===== src/rtl/pipe_ctrl_pkg.sv =====
// Shared definitions for the pipeline sequencer: stage indices, FSM encoding
// and the per-rule hold/flush bank masks.
package pipe_ctrl_pkg;

    localparam int NSTG      = 4;
    localparam int STG_IFID  = 0;
    localparam int STG_IDEX  = 1;
    localparam int STG_EXMEM = 2;
    localparam int STG_MEMWB = 3;

    typedef logic [NSTG-1:0] bank_t;

    typedef enum logic [1:0] {
        ST_BOOT = 2'd0,
        ST_RUN  = 2'd1,
        ST_MCYC = 2'd2
    } state_e;

    // "Through stage N" masks cover every bank from IF/ID up to and including N.
    localparam bank_t MSK_ALL     = '1;
    localparam bank_t TRAP_FLUSH  = (bank_t'(1) << (STG_EXMEM + 1)) - bank_t'(1);
    localparam bank_t STALL_HOLD  = (bank_t'(1) << (STG_EXMEM + 1)) - bank_t'(1);
    localparam bank_t STALL_FLUSH = bank_t'(1) << STG_MEMWB;
    localparam bank_t MCYC_HOLD   = (bank_t'(1) << (STG_IDEX + 1)) - bank_t'(1);
    localparam bank_t MCYC_FLUSH  = bank_t'(1) << STG_EXMEM;
    localparam bank_t JUMP_FLUSH  = (bank_t'(1) << (STG_IDEX + 1)) - bank_t'(1);
    localparam bank_t LDU_HOLD    = bank_t'(1) << STG_IFID;
    localparam bank_t LDU_FLUSH   = bank_t'(1) << STG_IDEX;

endpackage


===== src/rtl/pipe_ctrl_mcyc_cnt.sv =====
// Multi-cycle op watchdog: saturating cycle counter plus a sticky timeout flag
// that sets when the count reaches MCYC_TO.
module pipe_ctrl_mcyc_cnt #(
    parameter int MCYC_TO = 64
) (
    input  logic clk,
    input  logic rstn,
    input  logic clr_i,
    input  logic en_i,
    input  logic tout_clr_i,
    output logic tout_o
);

    localparam int CW = $clog2(MCYC_TO + 1);
    localparam logic [CW-1:0] TO_MAX = CW'(MCYC_TO);

    logic [CW-1:0] cnt_q, cnt_d;
    logic          tout_q, tout_d;

    always_comb begin
        cnt_d  = cnt_q;
        tout_d = tout_q;
        if (clr_i)
            cnt_d = '0;
        else if (en_i && cnt_q != TO_MAX)
            cnt_d = cnt_q + 1'b1;
        if (tout_clr_i)
            tout_d = 1'b0;
        else if (cnt_d == TO_MAX)
            tout_d = 1'b1;
    end

    always_ff @(posedge clk or negedge rstn) begin
        if (!rstn) begin
            cnt_q  <= '0;
            tout_q <= 1'b0;
        end else begin
            cnt_q  <= cnt_d;
            tout_q <= tout_d;
        end
    end

    assign tout_o = tout_q;

endmodule


===== src/rtl/pipe_ctrl.sv =====
// Pipeline sequencer for the 5-stage core: combinational hold/flush/PC control
// from hazard, stall, multi-cycle, jump and trap requests.
module pipe_ctrl
    import pipe_ctrl_pkg::*;
#(
    parameter int AW      = 32,
    parameter int MCYC_TO = 64
) (
    input  logic          clk,
    input  logic          rstn,
    input  logic          ld_use_hzd_i,
    input  logic          mcyc_start_i,
    input  logic          mcyc_done_i,
    input  logic          mem_stall_i,
    input  logic          jump_req_i,
    input  logic [AW-1:0] jump_addr_i,
    input  logic          trap_req_i,
    input  logic [AW-1:0] trap_addr_i,
    output logic [3:0]    hold_o,
    output logic [3:0]    flush_o,
    output logic          pc_hold_o,
    output logic          pc_redir_o,
    output logic [AW-1:0] pc_redir_addr_o,
    output logic          mcyc_busy_o,
    output logic          mcyc_tout_o
);

    state_e        state_q, state_d;
    logic          jpend_q, jpend_d;
    logic [AW-1:0] jaddr_q, jaddr_d;
    logic          cnt_clr, tout_clr;

    always_comb begin
        hold_o          = '0;
        flush_o         = '0;
        pc_hold_o       = 1'b0;
        pc_redir_o      = 1'b0;
        pc_redir_addr_o = '0;
        state_d         = state_q;
        jpend_d         = jpend_q;
        jaddr_d         = jaddr_q;
        cnt_clr         = 1'b0;
        tout_clr        = 1'b0;

        if (state_q == ST_BOOT) begin
            flush_o   = MSK_ALL;
            pc_hold_o = 1'b1;
            state_d   = ST_RUN;
        end else if (trap_req_i) begin
            flush_o         = TRAP_FLUSH;
            pc_redir_o      = 1'b1;
            pc_redir_addr_o = trap_addr_i;
            state_d         = ST_RUN;
            jpend_d         = 1'b0;
            cnt_clr         = 1'b1;
            tout_clr        = 1'b1;
        end else begin
            // Entry waits out a memory stall; start+done in MCYC re-arms for the next op.
            if (mcyc_start_i && !mem_stall_i &&
                (state_q == ST_RUN || mcyc_done_i)) begin
                state_d = ST_MCYC;
                cnt_clr = 1'b1;
            end else if (state_q == ST_MCYC && mcyc_done_i) begin
                state_d = ST_RUN;
            end

            if (mem_stall_i) begin
                pc_hold_o = 1'b1;
                hold_o    = STALL_HOLD;
                flush_o   = STALL_FLUSH;
                if (jump_req_i) begin
                    jpend_d = 1'b1;
                    jaddr_d = jump_addr_i;
                end
            end else if (state_q == ST_MCYC && !mcyc_done_i) begin
                pc_hold_o = 1'b1;
                hold_o    = MCYC_HOLD;
                flush_o   = MCYC_FLUSH;
            end else if (jpend_q || jump_req_i) begin
                flush_o         = JUMP_FLUSH;
                pc_redir_o      = 1'b1;
                pc_redir_addr_o = jpend_q ? jaddr_q : jump_addr_i;
                jpend_d         = 1'b0;
            end else if (ld_use_hzd_i) begin
                pc_hold_o = 1'b1;
                hold_o    = LDU_HOLD;
                flush_o   = LDU_FLUSH;
            end
        end
    end

    always_ff @(posedge clk or negedge rstn) begin
        if (!rstn) begin
            state_q <= ST_BOOT;
            jpend_q <= 1'b0;
            jaddr_q <= '0;
        end else begin
            state_q <= state_d;
            jpend_q <= jpend_d;
            jaddr_q <= jaddr_d;
        end
    end

    pipe_ctrl_mcyc_cnt #(
        .MCYC_TO(MCYC_TO)
    ) u_mcyc_cnt (
        .clk        (clk),
        .rstn       (rstn),
        .clr_i      (cnt_clr),
        .en_i       (state_q == ST_MCYC),
        .tout_clr_i (tout_clr),
        .tout_o     (mcyc_tout_o)
    );

    assign mcyc_busy_o = (state_q == ST_MCYC);

endmodule


===== config.mk =====
export PLATFORM = sky130hd
export DESIGN_NAME = pipe_ctrl
export DESIGN_NICKNAME = d
export VERILOG_FILES = /design/src/rtl/pipe_ctrl_pkg.sv /design/src/rtl/pipe_ctrl_mcyc_cnt.sv /design/src/rtl/pipe_ctrl.sv
export SDC_FILE = /design/constraint.sdc
export NUM_CORES = 1
export LEC_CHECK = 0
export CELL_PAD_IN_SITES_DETAIL_PLACEMENT = 0
export CELL_PAD_IN_SITES_GLOBAL_PLACEMENT = 2
export CORE_ASPECT_RATIO = 0.8
export CORE_MARGIN = 1
export CORE_UTILIZATION = 28
export CTS_CLUSTER_DIAMETER = 100
export CTS_CLUSTER_SIZE = 28
export DETAILED_ROUTE_END_ITERATION = 7
export PLACE_DENSITY = 0.83
export SYNTH_ARGS = -nofsm -noshare
export SYNTH_HDL_FRONTEND = slang
export SYNTH_HIERARCHICAL = 1
export SYNTH_SLANG_ARGS = --single-unit

===== constraint.sdc =====
create_clock -name clk -period 2.39 [get_ports clk]
set_input_delay 0.239 -clock clk [delete_from_list [all_inputs] [get_ports clk]]
set_output_delay 0.239 -clock clk [all_outputs]
set_load 0.01 [all_outputs]

== Word-level counts from Yosys, hierarchy flattened ==
Index checks and enable logic that the tools add are counted.
W data, S select, Z words.

* Word-level logic and storage cells: 76
* Bits in registers: 43
* Output and inout port bits: 44
* Input bits: 72

* Bitwise operators: 2
* Muxes and demuxes: 47
* Reduce and logical (&&, ||, !) cells: 15
* Equal/unequal tests: 6
* Add/subtract/negate cells: 1

{| class="wikitable"
|+ Operators with widths
! cell !! number
|-
| $mux W32 || 6
|-
| $mux W1 || 25
|-
| $mux W4 || 4
|-
| $mux W2 || 7
|-
| $mux W7 || 2
|-
| $mux W3 || 3
|-
| $reduce_and A4 Y1 || 2
|-
| $add A7 B1 Y7 const B || 1
|-
| $eq A7 B7 Y1 const B || 1
|-
| $ne A7 B7 Y1 const B || 1
|-
| $logic_and A1 B1 Y1 || 5
|-
| $reduce_bool A4 Y1 || 1
|-
| $ne A3 B1 Y1 const B || 1
|-
| $ne A3 B3 Y1 const B || 1
|-
| $reduce_bool A3 Y1 || 1
|-
| $eq A2 B1 Y1 const B || 1
|-
| $eq A2 B2 Y1 const B || 1
|-
| $logic_not A1 Y1 || 2
|-
| $logic_not A2 Y1 || 1
|-
| $logic_or A1 B1 Y1 || 2
|-
| $not A1 Y1 || 2
|-
| $reduce_bool A2 Y1 || 1
|}

== Logic depth before layout (Yosys ltp) ==
Gate-level depths: netlist of the first run.

* Depth in word-level cells: 10
* Mapped depth: 8
* Gate-level depth less buffers: 7

== Hierarchy ==
The synthesis of the first run kept the hierarchy.

{| class="wikitable"
|+ Modules (own cells, without submodules)
! module !! cells each !! seq. area each (sq um) !! times used !! area each (sq um)
|-
| pipe_ctrl || 195 || 875.8 || 1 || 2527.4
|-
| pipe_ctrl_mcyc_cnt || 43 || 200.2 || 1 || 444.2
|}

== Worst setup path before layout of the first run ==
OpenSTA, ideal clock, no wires.

* Kind: register to register
* Start: register state_q[1]
* End: register u_mcyc_cnt.tout_q (netlist: u_mcyc_cnt/tout_o)
* Arrival time: 1713 ps
* Library setup time: 122 ps
* Path slack: 556 ps
* Data required time: 2268 ps
* Stages on the path, launching flop included: 9
* Clock period less this slack: 1834 ps
* Buffers on the path: 1
* Path through: dfrtp_1 buf_2 inv_1 nor2_1 nand2_1 xor2_1 a311oi_1 nor3_1 a32o_1

* Elaborated cells on any way between the ends: 15
* Classes of those cells: eq/ne (3); mux (7); reduce/logical (5)

{| class="wikitable"
|+ RTL lines
! element !! RTL line !! source
|-
| start, declared || pipe_ctrl.sv:28 || <nowiki>state_e state_q, state_d;</nowiki>
|-
| start signal, assigned || pipe_ctrl.sv:98 || <nowiki>state_q <= state_d;</nowiki>
|-
| $eq A2 B2 Y1 || -- ||
|-
| net mcyc_busy_o || pipe_ctrl.sv:24 || <nowiki>output logic mcyc_busy_o,</nowiki>
|-
| $logic_and A1 B1 Y1 || pipe_ctrl_mcyc_cnt.sv:25 || <nowiki>else if (en_i && cnt_q != TO_MAX)</nowiki>
|-
| $mux W7 || pipe_ctrl_mcyc_cnt.sv:25 ||
|-
| $mux W7 || pipe_ctrl_mcyc_cnt.sv:23 || <nowiki>if (clr_i)</nowiki>
|-
| net u_mcyc_cnt.cnt_d[2] || pipe_ctrl_mcyc_cnt.sv:17 || <nowiki>logic [CW-1:0] cnt_q, cnt_d;</nowiki>
|-
| $eq A7 B7 Y1 || pipe_ctrl_mcyc_cnt.sv:29 || <nowiki>else if (cnt_d == TO_MAX)</nowiki>
|-
| $reduce_bool A2 Y1 (no line) || -- ||
|-
| end signal, assigned || pipe_ctrl_mcyc_cnt.sv:39 || <nowiki>tout_q <= tout_d;</nowiki>
|-
| end, declared || pipe_ctrl_mcyc_cnt.sv:18 || <nowiki>logic tout_q, tout_d;</nowiki>
|}

The timed path passes the listed nets, and every way through them passes these cells.
A chain may end at the register's enable or synchronous reset.

== Worst setup path in the final report of the first run ==
* Start: input port jump_req_i
* End: output port pc_redir_addr_o[14]

* Longest elaborated chain between the ends: 6

{| class="wikitable"
|+ RTL lines
! element !! RTL line !! source
|-
| start, declared || pipe_ctrl.sv:15 || <nowiki>input logic jump_req_i,</nowiki>
|-
| $logic_or A1 B1 Y1 || pipe_ctrl.sv:79 || <nowiki>end else if (jpend_q || jump_req_i) begin</nowiki>
|-
| $mux W32 || pipe_ctrl.sv:79 ||
|-
| $mux W32 || pipe_ctrl.sv:75 || <nowiki>end else if (state_q == ST_MCYC && !mcyc_done_i) begin</nowiki>
|-
| $mux W32 || pipe_ctrl.sv:67 || <nowiki>if (mem_stall_i) begin</nowiki>
|-
| $mux W32 || pipe_ctrl.sv:49 || <nowiki>end else if (trap_req_i) begin</nowiki>
|-
| $mux W32 || pipe_ctrl.sv:45 || <nowiki>if (state_q == ST_BOOT) begin</nowiki>
|-
| end, declared || pipe_ctrl.sv:23 || <nowiki>output logic [AW-1:0] pc_redir_addr_o,</nowiki>
|}

No other way between the ends.

==> results.txt, run 1 <==
----------------------------------------------------
[Drt]
  Routed metal-1 wirelength ... 3.64 mm
  Number of violations reported at the end of detailed-routing iteration 0 ... 84
  Count of vias placed by the detailed router ... 2270
  Routed met2 length ... 3.06 mm
  Iteration count of the initial detailed-routing pass ... 4
  Routed length on met3 ... 403 µm
  Number of design rule violations left after detail routing ... 0
  Total wire length after detailed routing ... 7.16 mm
  Via-to-Cell Ratio ... 4.56
  Uppermost routed layer ... met4
  Antenna Nets Post-Route ... 0
  Routed length per instance ... 14.4 µm

[Final layout]
  Net count of the finished layout ... 431
  Layout cell share with drive strength beyond 1 ... 0.271
  Total inserted antenna cells ... 0
  Final instance count without filler cells ... 498
  Finished layout cell area ... 4480 µm²
  Area added between synthesis and finish ... 50.9%

[Timing]
  Pins Over Slew Limit ... 0
  RSZ-0062 raised after global routing ... false
  Count of final setup violators ... 0
  Worst slew slack as a fraction of its limit ... 0.610
  Share of the cycle needed by the critical path after routing ... 0.974
  Final setup skew ... 0.00493 ns
  Final worst setup slack ... 0.0624 ns
  Final worst path period need ... 2.33 ns
  Slew of the pin with the lowest slew margin ... 0.585 ns
  Number of failing hold endpoints at the final stage ... 0
  Final-layout worst hold slack ... 0.484 ns
  FMAX ... 430 MHz
  Accumulated negative setup slack ... 0 ns

[Placement]
  Post-placement worst setup slack ... -0.0954 ns
  Area of placed instances ... 4330 µm²
  Estimated wirelength of the detail-placed design ... 5.21 mm
  Routability-driven placement congestion ratio ... 0.793
  Number of port buffers ... 114
  Placed cell count ... 489

[Synth]
  Mean post-synth cell area ... 12.5 µm²
  Cells after synthesis ... 238
  Synth top area cells ... dfrtp_1, o2bb2ai_2, mux2_4
  Most numerous cell types in the synthesized netlist ... dfrtp_1, mux2i_1, o2bb2ai_2, mux2_4, nor2_1
  Fraction of post-synthesis cell area in the top cell type by area ... 0.362
  Leading register cell type out of synthesis ... dfrtp_1
  Number of register bits inferred by synthesis ... 43
  Number of nets in the synthesized netlist ... 312
  Asr flop ratio synth ... 1.00
  Leading cell type by number of instances after synthesis ... dfrtp_1
  Post-synthesis cell area ... 2970 µm²
  Unique cell type count in the Yosys netlist ... 45
  Number of enable-type register cells in the synthesized netlist ... 0
  Area leader, netlist ... dfrtp_1
  Total number of yosys warnings ... 6
  Proportion of synthesized chip area in sequential cells ... 0.362

[GRT]
  Total routing resource utilization after global routing ... 0.135
  Total overflow reported by the global router ... 0
  Number of global-route vias before repair ... 2291
  Global-route wire length before repair ... 11.5 mm
  Initial antenna violation count ... 0
  Largest net degree at the start of global routing ... 35

[Power and ir drop]
  Net switching power ... 0.610 mW
  Worst vdd rail ir drop ... 0.289 mV
  Internal power of the cells ... 1.81 mW
  Gate power share ... 0.295
  Leakage Power ... 1.88 nW
  Fraction of power spent switching nets ... 0.252
  Total power divided by cell area ... 539 nW/µm²
  Sequential group share of total power ... 0.376
  Clock share of power ... 0.329

[Setup path]
  Reg-to-Reg Start ... state_q[1]
  Register-to-Register Path Depth ... 8
  Worst setup EP type ... primary output
  Startpoint Class ... input pin
  Worst R2R Setup Slack ... 0.34 ns
  Crit path max fanout ... 3
  Data required time of the worst path ... 2.15 ns
  Critical path arrival ... 2.09 ns
  Worst setup path category ... input pin to primary output
  End of the worst register-to-register path ... u_mcyc_cnt/tout_o

[Clocking]
  Clock root cell ... clkbuf_16
  Number of CTS-inserted buffers ... 5
  Setup Fix Bufs, Post-CTS ... 0
  Buffer levels on the longest clock path ... 2
  Clock net sink count ... 43
  Clock Latency Late Sink ... 0.28 ns
  CTS H-tree depth ... 2
  Reg clk slew, reported paths ... 0.06 ns
  Clock tree from TritonCTS ... done

[Min path]
  Worst min-delay path class ... register to register
  Worst Hold Launch ... jaddr_q[16]
  Hold path cells ... 1
  Destination of the worst hold path ... jaddr_q[16]

[Floorplan]
  Vertical die dimension ... 94.1 µm
  Die area ... 11000 µm²
  Overall die width ... 117 µm
  I/O Pins ... 116
  Starting Density ... 0.289
  Core ar. ... 10300 µm²
  Number of rows in the core area ... 33

[Run status]
  Outcome ... finished clean

[Flow run]
  Max-cap violations ... 0

----------------------------------------------------
## sequential cells by signal, indices dropped and copies added, names as in the netlist
register,flops
jpend_q,1
u_mcyc_cnt/tout_o,1
state_q,2
jaddr_q,32
u_mcyc_cnt/cnt_q,7
## cells in the final DEF, fill, tap and decap left out, types with 4 or more instances in the layout
master	Yosys	final
clkdlybuf4s50_1	0	82
dfrtp_1	43	42
mux2i_1	34	34
dlygate4sd2_1	0	31
o2bb2ai_2	30	30
mux2_4	29	29
nor2_1	13	12
buf_4	2	11
inv_1	8	8
o21ai_1	6	6
a21oi_1	5	5
clkbuf_16	0	5
buf_12	0	5
nand2_1	4	4
## through the flow
| stage | power [mW] | utilization |
|---|---|---|
| finish | 2.42 | 0.436 |
| global route | 2.56 | 0.436 |
| CTS | 2.45 | 0.436 |
| detailed placement | 1.67 | 0.421 |
| global placement | 1.66 | 0.421 |
| floorplan | 1.33 | - |
## worst max path at each step
stage	startpoint	cells past startpoint	end
finish	jump_req_i	5	pc_redir_addr_o[14]
global route	jump_req_i	5	pc_redir_addr_o[14]
detailed placement	jump_req_i	6	pc_redir_addr_o[26]
global placement	jump_req_i	6	pc_redir_addr_o[31]
CTS	jpend_q	4	pc_redir_addr_o[14]
floorplan	state_q[1]	8	u_mcyc_cnt/tout_o
## layer usage
metal  global-route usage  vias to the layer above
met3               0.0348                        6
li1                     -                     1118
met1                0.184                     1066
met5                    0                        -
met2                0.212                       80
met4               0.0316                        0
## final cells by class
class	count	area [µm²]
inverters	9	33.8
multi-input cells	166	1720
flip-flops and latches	43	1080
clock buffers	6	139
repair buffers	132	1300
clock inverters	2	35.0
well taps	140	175
fillers	966	5800
## worst max-delay path, stage by stage
cell and delay (ns):
clkdlybuf4s50_1 0.51, nor2_2 0.05, or4_4 0.54, o2bb2ai_2 0.17, clkdlybuf4s50_1 0.58
## logic make-up (layout without fill, tap and decap cells)
family	after synthesis	count (layout)	share of synthesized area
AO/OA/AOI/OAI	58	58	0.216
XOR/XNOR	5	5	0.0147
adder cells (fa/ha/maj)	2	2	0.00842
buffers and inverters	29	149	0.0619
flip-flops	43	43	0.362
multiplexers	66	66	0.272
other	1	1	0.00126
AND/OR/NAND/NOR	34	34	0.0636
## repair_timing
action,4_1_cts,5_1_grt
endpoints found under the setup margin,31,2
hold buffers,1,0
gates resized for setup,31,2
hold endpoints to repair,23,0
## power by group through the flow
stage	logic (mW)	clock network [mW]	registers, mW
after floorplan	0.426	0	0.901
after global placement	0.747	0	0.915
after detailed placement	0.751	0	0.919
after CTS	0.723	0.821	0.909
after global routing	0.772	0.865	0.926
final	0.714	0.795	0.909
Note: power is estimated with default switching activity, not from simulation.
==> run 2, diff against run 1 <==
Settings changed: RECOVER_POWER set to 100.
==> run 2 against run 1 <==
  * First-iteration DRC count decreased by 19%
  * Count of clock-buffer cells in the layout unchanged
  * Worst setup slack got worse by 0.0065 ns
  * Via count decreased by 0.18%
  * Global-route usage unchanged
  * Worst hold slack about the same
  * Combinational power decreased by 18%
  * Design area decreased by 6.9%
  * Non-clock buffer count unchanged
  * Fmax decreased by 0.28%
  * Largest power group unchanged
==> results.txt, run 2 (synthesized netlist as in run 1, its figures left out) <==
----------------------------------------------------
[Run status]
  Outcome ... finished clean

[GRT]
  Total routing resource utilization after global routing ... 0.135 (unchanged)
  Initial antenna violation count ... 0 (unchanged)
  Total overflow reported by the global router ... 0 (unchanged)
  Largest net degree at the start of global routing ... 35 (unchanged)
  Global-route wire length before repair ... 11.5 mm (unchanged)
  Number of global-route vias before repair ... 2291 (unchanged)

[Placement]
  Number of port buffers ... 114 (unchanged)
  Post-placement worst setup slack ... -0.0954 ns (unchanged)
  Routability-driven placement congestion ratio ... 0.793 (unchanged)
  Estimated wirelength of the detail-placed design ... 5.21 mm (unchanged)

[Final layout]
  Largest registers ... jaddr_q: 32 flops, u_mcyc_cnt/cnt_q: 7 flops, state_q: 2 flops
  Layout cell share with drive strength beyond 1 ... 0.117 (-0.154)
  Net count of the finished layout ... 431 (unchanged)
  Commonest non-fill, non-tap cell in the layout ... clkdlybuf4s50_1
  Commonest cells after routing, fill and taps aside ... clkdlybuf4s50_1, dfrtp_1, mux2i_1
  Area added between synthesis and finish ... 40.4%
  Register bank with the most flops ... jaddr_q
  Fill cell total of the finished layout ... 1022 (+5.8%)
  Total inserted antenna cells ... 0 (unchanged)
  Flip-flop count of the largest register after layout ... 32 (unchanged)

[Clocking]
  Number of CTS-inserted buffers ... 5 (unchanged)
  Clock net sink count ... 43 (unchanged)
  CTS H-tree depth ... 2 (unchanged)
  Clock root cell ... clkbuf_16
  Reg clk slew, reported paths ... 0.06 ns (about the same)
  Buffer levels on the longest clock path ... 2 (unchanged)
  Clock Latency Late Sink ... 0.28 ns (about the same)
  Clock tree from TritonCTS ... done

[Setup path]
  Worst setup path category ... input pin to primary output
  Data required time of the worst path ... 2.15 ns (about the same)
  Critical path arrival ... 2.10 ns (about the same)
  Startpoint Class ... input pin
  Crit path max fanout ... 3 (unchanged)
  Top cell by count, worst path ... clkdlybuf4s50_1
  Slowest cell on crit path ... clkdlybuf4s50_1
  Crit path largest cell delay ... 0.59 ns (about the same)
  Register-to-Register Path Depth ... 8 (unchanged)
  Worst setup EP type ... primary output
  Ordered cell list for the critical path ... clkdlybuf4s50_1, nor2_1, or4_4, o2bb2ai_1, clkdlybuf4s50_1

[Floorplan]
  Core ar. ... 10300 µm² (unchanged)
  Die area ... 11000 µm² (unchanged)
  Number of rows in the core area ... 33 (unchanged)
  Vertical die dimension ... 94.1 µm (unchanged)
  Overall die width ... 117 µm (unchanged)
  Starting Density ... 0.289 (unchanged)
  I/O Pins ... 116 (unchanged)

[Drt]
  Number of violations reported at the end of detailed-routing iteration 0 ... 68 (-19%)
  Total wire length after detailed routing ... 7.14 mm (-0.27%)
  Antenna Nets Post-Route ... 0 (unchanged)
  Count of vias placed by the detailed router ... 2266 (-0.18%)
  Routed length per instance ... 14.3 µm (-0.27%)
  Via-to-Cell Ratio ... 4.55 (-0.18%)
  Number of design rule violations left after detail routing ... 0 (unchanged)
  Iteration count of the initial detailed-routing pass ... 4 (unchanged)

[Timing]
  Final worst setup slack ... 0.0559 ns (-0.00653 ns)
  Worst slew slack as a fraction of its limit ... 0.0729 (-0.537)
  RSZ-0062 raised after global routing ... false
  Final-layout worst hold slack ... 0.484 ns (+0.000363 ns)
  Final worst path period need ... 2.33 ns (+0.00653 ns)
  Share of the cycle needed by the critical path after routing ... 0.977 (+0.00273)
  Slew of the pin with the lowest slew margin ... 1.39 ns (+0.805 ns)
  FMAX ... 428 MHz (-0.28%)
  Pins Over Slew Limit ... 0 (unchanged)
  Number of failing hold endpoints at the final stage ... 0 (unchanged)
  Final setup skew ... 0.00401 ns (-0.000921 ns)
  Count of final setup violators ... 0 (unchanged)

[Flow run]
  Max-cap violations ... 0 (unchanged)

[Power and ir drop]
  Leakage Power ... 1.75 nW (-6.9%)
  Worst vdd rail ir drop ... 0.290 mV (+0.28%)
  Total power divided by cell area ... 549 nW/µm² (+1.7%)
  Post-route total power ... 2.29 mW (-5.3%)

[Min path]
  Worst min-delay path class ... register to register
  Hold path cells ... 1 (unchanged)

----------------------------------------------------
[run 2: repair_timing]
item / 4_1_cts / 5_1_grt
setup endpoints to repair: 31 / 2
hold buffers: 1 / 0
endpoints found under the hold margin: 23 / 0
gates cloned: 0 / 0
setup buffers: 0 / 0
resized for setup: 31 / 2
[run 2: per-layer routing]
metal	up-vias	GRT usage	wire length [µm]
met3	6	0.0348	363
li1	1123	-	-
met5	-	0	0
met1	1063	0.184	3650
met4	0	0.0316	63
met2	74	0.212	3070
[run 2: where the power goes]
| part | internal (mW) | switching (mW) |
|---|---|---|
| Combinational | 0.342 | 0.246 |
| Sequential | 0.845 | 0.0581 |
| Clock | 0.520 | 0.279 |
| Total | 1.71 | 0.583 |
[run 2: through the flow]
stage	cells	setup TNS [ns]	area [µm²]	utilization
3_5_place_dp	489	-1.94	4330	0.421
3_3_place_gp	489	-1.67	4330	0.421
5_1_grt	498	0	4170	0.406
6_report	498	0	4170	0.406
2_1_floorplan	238	0	2970	-
4_1_cts	498	0	4480	0.436
[run 2: worst paths after layout]
| kind | start | to | slack (ns) |
|---|---|---|---|
| max | jump_req_i | pc_redir_addr_o[14] | 0.06 |
| min | jaddr_q[16] | jaddr_q[16] | 0.48 |
| max reg2reg | state_q[1] | u_mcyc_cnt/tout_o | 0.33 |
| min reg2reg | jaddr_q[16] | jaddr_q[16] | 0.48 |
| max in group asynchronous | rstn | jaddr_q[28] | 0.54 |
| min in group asynchronous | rstn | jaddr_q[9] | 0.81 |
[run 2: cell type report]
type | instances | area (µm²) | area share
multi-input combinational | 166 | 1470 | 0.353
sequential | 43 | 1080 | 0.258
clock buffer | 6 | 139 | 0.0333
timing repair buffer | 132 | 1240 | 0.297
tap | 140 | 175 | 0.0420
clock inverter | 2 | 35.0 | 0.00840
inverter | 9 | 33.8 | 0.00810
[run 2: worst max-delay path: cells and delay by family]
kind	cells	cell delay, ns
buf+inv	2	1.09
simple gates	2	0.56
compound gates	1	0.20
==> run 3, diff against run 2 <==
Settings changed: CTS_BUF_LIST set to sky130_fd_sc_hd__clkbuf_4 sky130_fd_sc_hd__clkbuf_8, SLEW_MARGIN set to 20.
==> run 3 against run 2 <==
  * Clock skew up 0.0063 ns
  * Wire length up 0.14%
  * Highest routed layer unchanged
  * Global-route usage down 0.097 points
  * Via count down 0.31%
==> results.txt, run 3 (synthesized netlist as in run 1, its figures left out) <==
----------------------------------------------------
[Placement]
  Number of port buffers ... 114 (unchanged)
  Routability-driven placement congestion ratio ... 0.793 (unchanged)
  Post-placement worst setup slack ... -0.0954 ns (unchanged)
  Estimated wirelength of the detail-placed design ... 5.21 mm (unchanged)

[Drt]
  Via-to-Cell Ratio ... 4.54 (-0.31%)
  Count of vias placed by the detailed router ... 2259 (-0.31%)
  Number of design rule violations left after detail routing ... 0 (unchanged)
  Routed length per instance ... 14.4 µm (+0.14%)
  Antenna Nets Post-Route ... 0 (unchanged)
  Iteration count of the initial detailed-routing pass ... 4 (unchanged)
  Number of violations reported at the end of detailed-routing iteration 0 ... 79 (+16%)
  Total wire length after detailed routing ... 7.15 mm (+0.14%)

[Min path]
  Hold path cells ... 1 (unchanged)
  Worst Hold Launch ... jaddr_q[23]
  Worst min-delay path class ... register to register

[Timing]
  FMAX ... 429 MHz (about the same)
  Count of final setup violators ... 0 (unchanged)
  Share of the cycle needed by the critical path after routing ... 0.976 (about the same)
  Number of failing hold endpoints at the final stage ... 0 (unchanged)
  Worst slew slack as a fraction of its limit ... 0.0734 (+0.000497)
  Final worst setup slack ... 0.0578 ns (+0.00193 ns)
  Slew of the pin with the lowest slew margin ... 1.39 ns (-0.000746 ns)
  Final worst path period need ... 2.33 ns (-0.00193 ns)
  Pins Over Slew Limit ... 0 (unchanged)
  RSZ-0062 raised after global routing ... false
  Final setup skew ... 0.0103 ns (+0.00625 ns)

[Floorplan]
  Number of rows in the core area ... 33 (unchanged)
  Starting Density ... 0.289 (unchanged)
  Core ar. ... 10300 µm² (unchanged)
  Overall die width ... 117 µm (unchanged)
  Die area ... 11000 µm² (unchanged)
  Vertical die dimension ... 94.1 µm (unchanged)
  I/O Pins ... 116 (unchanged)

[Setup path]
  Startpoint Class ... input pin
  Ordered cell list for the critical path ... clkdlybuf4s50_1, nor2_1, or4_4, o2bb2ai_1, clkdlybuf4s50_1
  Worst setup EP type ... primary output
  Reg-to-Reg Start ... state_q[1]
  Crit path largest cell delay ... 0.59 ns (about the same)
  Slowest cell on crit path ... clkdlybuf4s50_1
  Critical path arrival ... 2.09 ns (about the same)
  Worst setup path category ... input pin to primary output
  Register-to-Register Path Depth ... 8 (unchanged)
  Top cell by count, worst path ... clkdlybuf4s50_1
  Data required time of the worst path ... 2.15 ns (about the same)
  First element of the critical path ... jump_req_i
  Crit path max fanout ... 3 (unchanged)

[Clocking]
  CTS H-tree depth ... 2 (unchanged)
  Clock tree from TritonCTS ... done
  Setup Fix Bufs, Post-CTS ... 0 (unchanged)
  Clock net sink count ... 43 (unchanged)
  Number of CTS-inserted buffers ... 5 (unchanged)
  Buffer levels on the longest clock path ... 2 (unchanged)
  Clock Latency Late Sink ... 0.30 ns (+0.02 ns)
  Reg clk slew, reported paths ... 0.08 ns (+0.02 ns)
  Clock root cell ... clkbuf_8

[Power and ir drop]
  Gate power share ... 0.281 (+0.024)
  Worst vdd rail ir drop ... 0.220 mV (-24%)
  Fraction of power spent switching nets ... 0.269 (+0.0147)
  Post-route total power ... 2.08 mW (-8.9%)
  Sequential group share of total power ... 0.432 (+0.038)
  Total power divided by cell area ... 507 nW/µm² (-7.6%)
  Leakage Power ... 1.72 nW (-1.6%)
  Clock share of power ... 0.287 (-0.062)
  Internal power of the cells ... 1.52 mW (-11%)
  Net switching power ... 0.562 mW (-3.7%)

[Final layout]
  Layout cell share with drive strength beyond 1 ... 0.115 (-0.00279)
  Largest registers ... jaddr_q: 32 flops, u_mcyc_cnt/cnt_q: 7 flops, state_q: 2 flops
  Commonest cells after routing, fill and taps aside ... clkdlybuf4s50_1, dfrtp_1, mux2i_1
  Total inserted antenna cells ... 0 (unchanged)
  Flip-flop count of the largest register after layout ... 32 (unchanged)
  Register bank with the most flops ... jaddr_q
  Commonest non-fill, non-tap cell in the layout ... clkdlybuf4s50_1
  Net count of the finished layout ... 431 (unchanged)
  Area added between synthesis and finish ... 38.3%

[GRT]
  Total overflow reported by the global router ... 0 (unchanged)
  Total routing resource utilization after global routing ... 0.134 (-0.000966)
  Largest net degree at the start of global routing ... 35 (unchanged)
  Number of global-route vias before repair ... 2291 (unchanged)
  Initial antenna violation count ... 0 (unchanged)
  Global-route wire length before repair ... 11.5 mm (-0.30%)

[Flow run]
  Max-cap violations ... 0 (unchanged)

[Run status]
  Outcome ... finished clean

----------------------------------------------------
[run 3: changes by cell type in the layout (fill, tap and decap cells not counted)]
cell,before,now
clkbuf_8,1,6
o2bb2ai_2,8,7
clkbuf_16,5,0
o2bb2ai_1,24,25
[run 3: routing by layer]
| metal | track usage | share of wire | vias to the layer above |
|---|---|---|---|
| met5 | 0 | 0 | - |
| met4 | 0.0411 | 0.012 | 0 |
| met3 | 0.0271 | 0.052 | 8 |
| met2 | 0.206 | 0.42 | 76 |
| met1 | 0.187 | 0.51 | 1057 |
| li1 | - | - | 1118 |
[run 3: stage by stage]
| step | instance area (µm²) | cells | hold WS [ns] | utilization | setup TNS, ns |
|---|---|---|---|---|---|
| detailed placement | 4330 | 489 | 0.285 | 0.421 | -1.94 |
| global route | 4110 | 498 | 0.508 | 0.400 | 0 |
| floorplan | 2970 | 238 | -0.0566 | - | 0 |
| global placement | 4330 | 489 | 0.284 | 0.421 | -1.67 |
| finish | 4110 | 498 | 0.487 | 0.400 | 0 |
| CTS | 4420 | 498 | 0.483 | 0.430 | 0 |
[run 3: area by class of cell]
type                       count  area (µm²)
clock inverter                 2        35.0
sequential                    43        1080
tap                          140         175
multi-input combinational    166        1470
timing repair buffer         132        1240
clock buffer                   6        82.6
inverter                       9        33.8
fill                        1033        6170
[run 3: what timing repair did]
item | 4_1_cts | 5_1_grt
resized for setup | 31 | 2
gates cloned | 0 | 0
hold buffers | 1 | 0
setup endpoints to repair | 31 | 2
endpoints found under the hold margin | 23 | 0
[run 3: worst max-delay path: cells and delay by family]
| kind | cells | cell delay, ns |
|---|---|---|
| compound gates | 1 | 0.20 |
| buf+inv | 2 | 1.09 |
| simple gates | 2 | 0.56 |
[run 3: worst paths after layout]
check | to | slack, ns
max | pc_redir_addr_o[14] | 0.06
min | jaddr_q[23] | 0.49
max reg2reg | u_mcyc_cnt/tout_o | 0.32
min reg2reg | jaddr_q[23] | 0.49
max in group asynchronous | jaddr_q[28] | 0.56
min in group asynchronous | jaddr_q[2] | 0.79
[run 3: power groups by stage]
stage	clock (mW)	sequential [mW]	combinational (mW)
3_3_place_gp	0	0.915	0.747
6_report	0.598	0.901	0.586
5_1_grt	0.657	0.919	0.640
3_5_place_dp	0	0.919	0.751
4_1_cts	0.623	0.908	0.723
2_1_floorplan	0	0.901	0.426
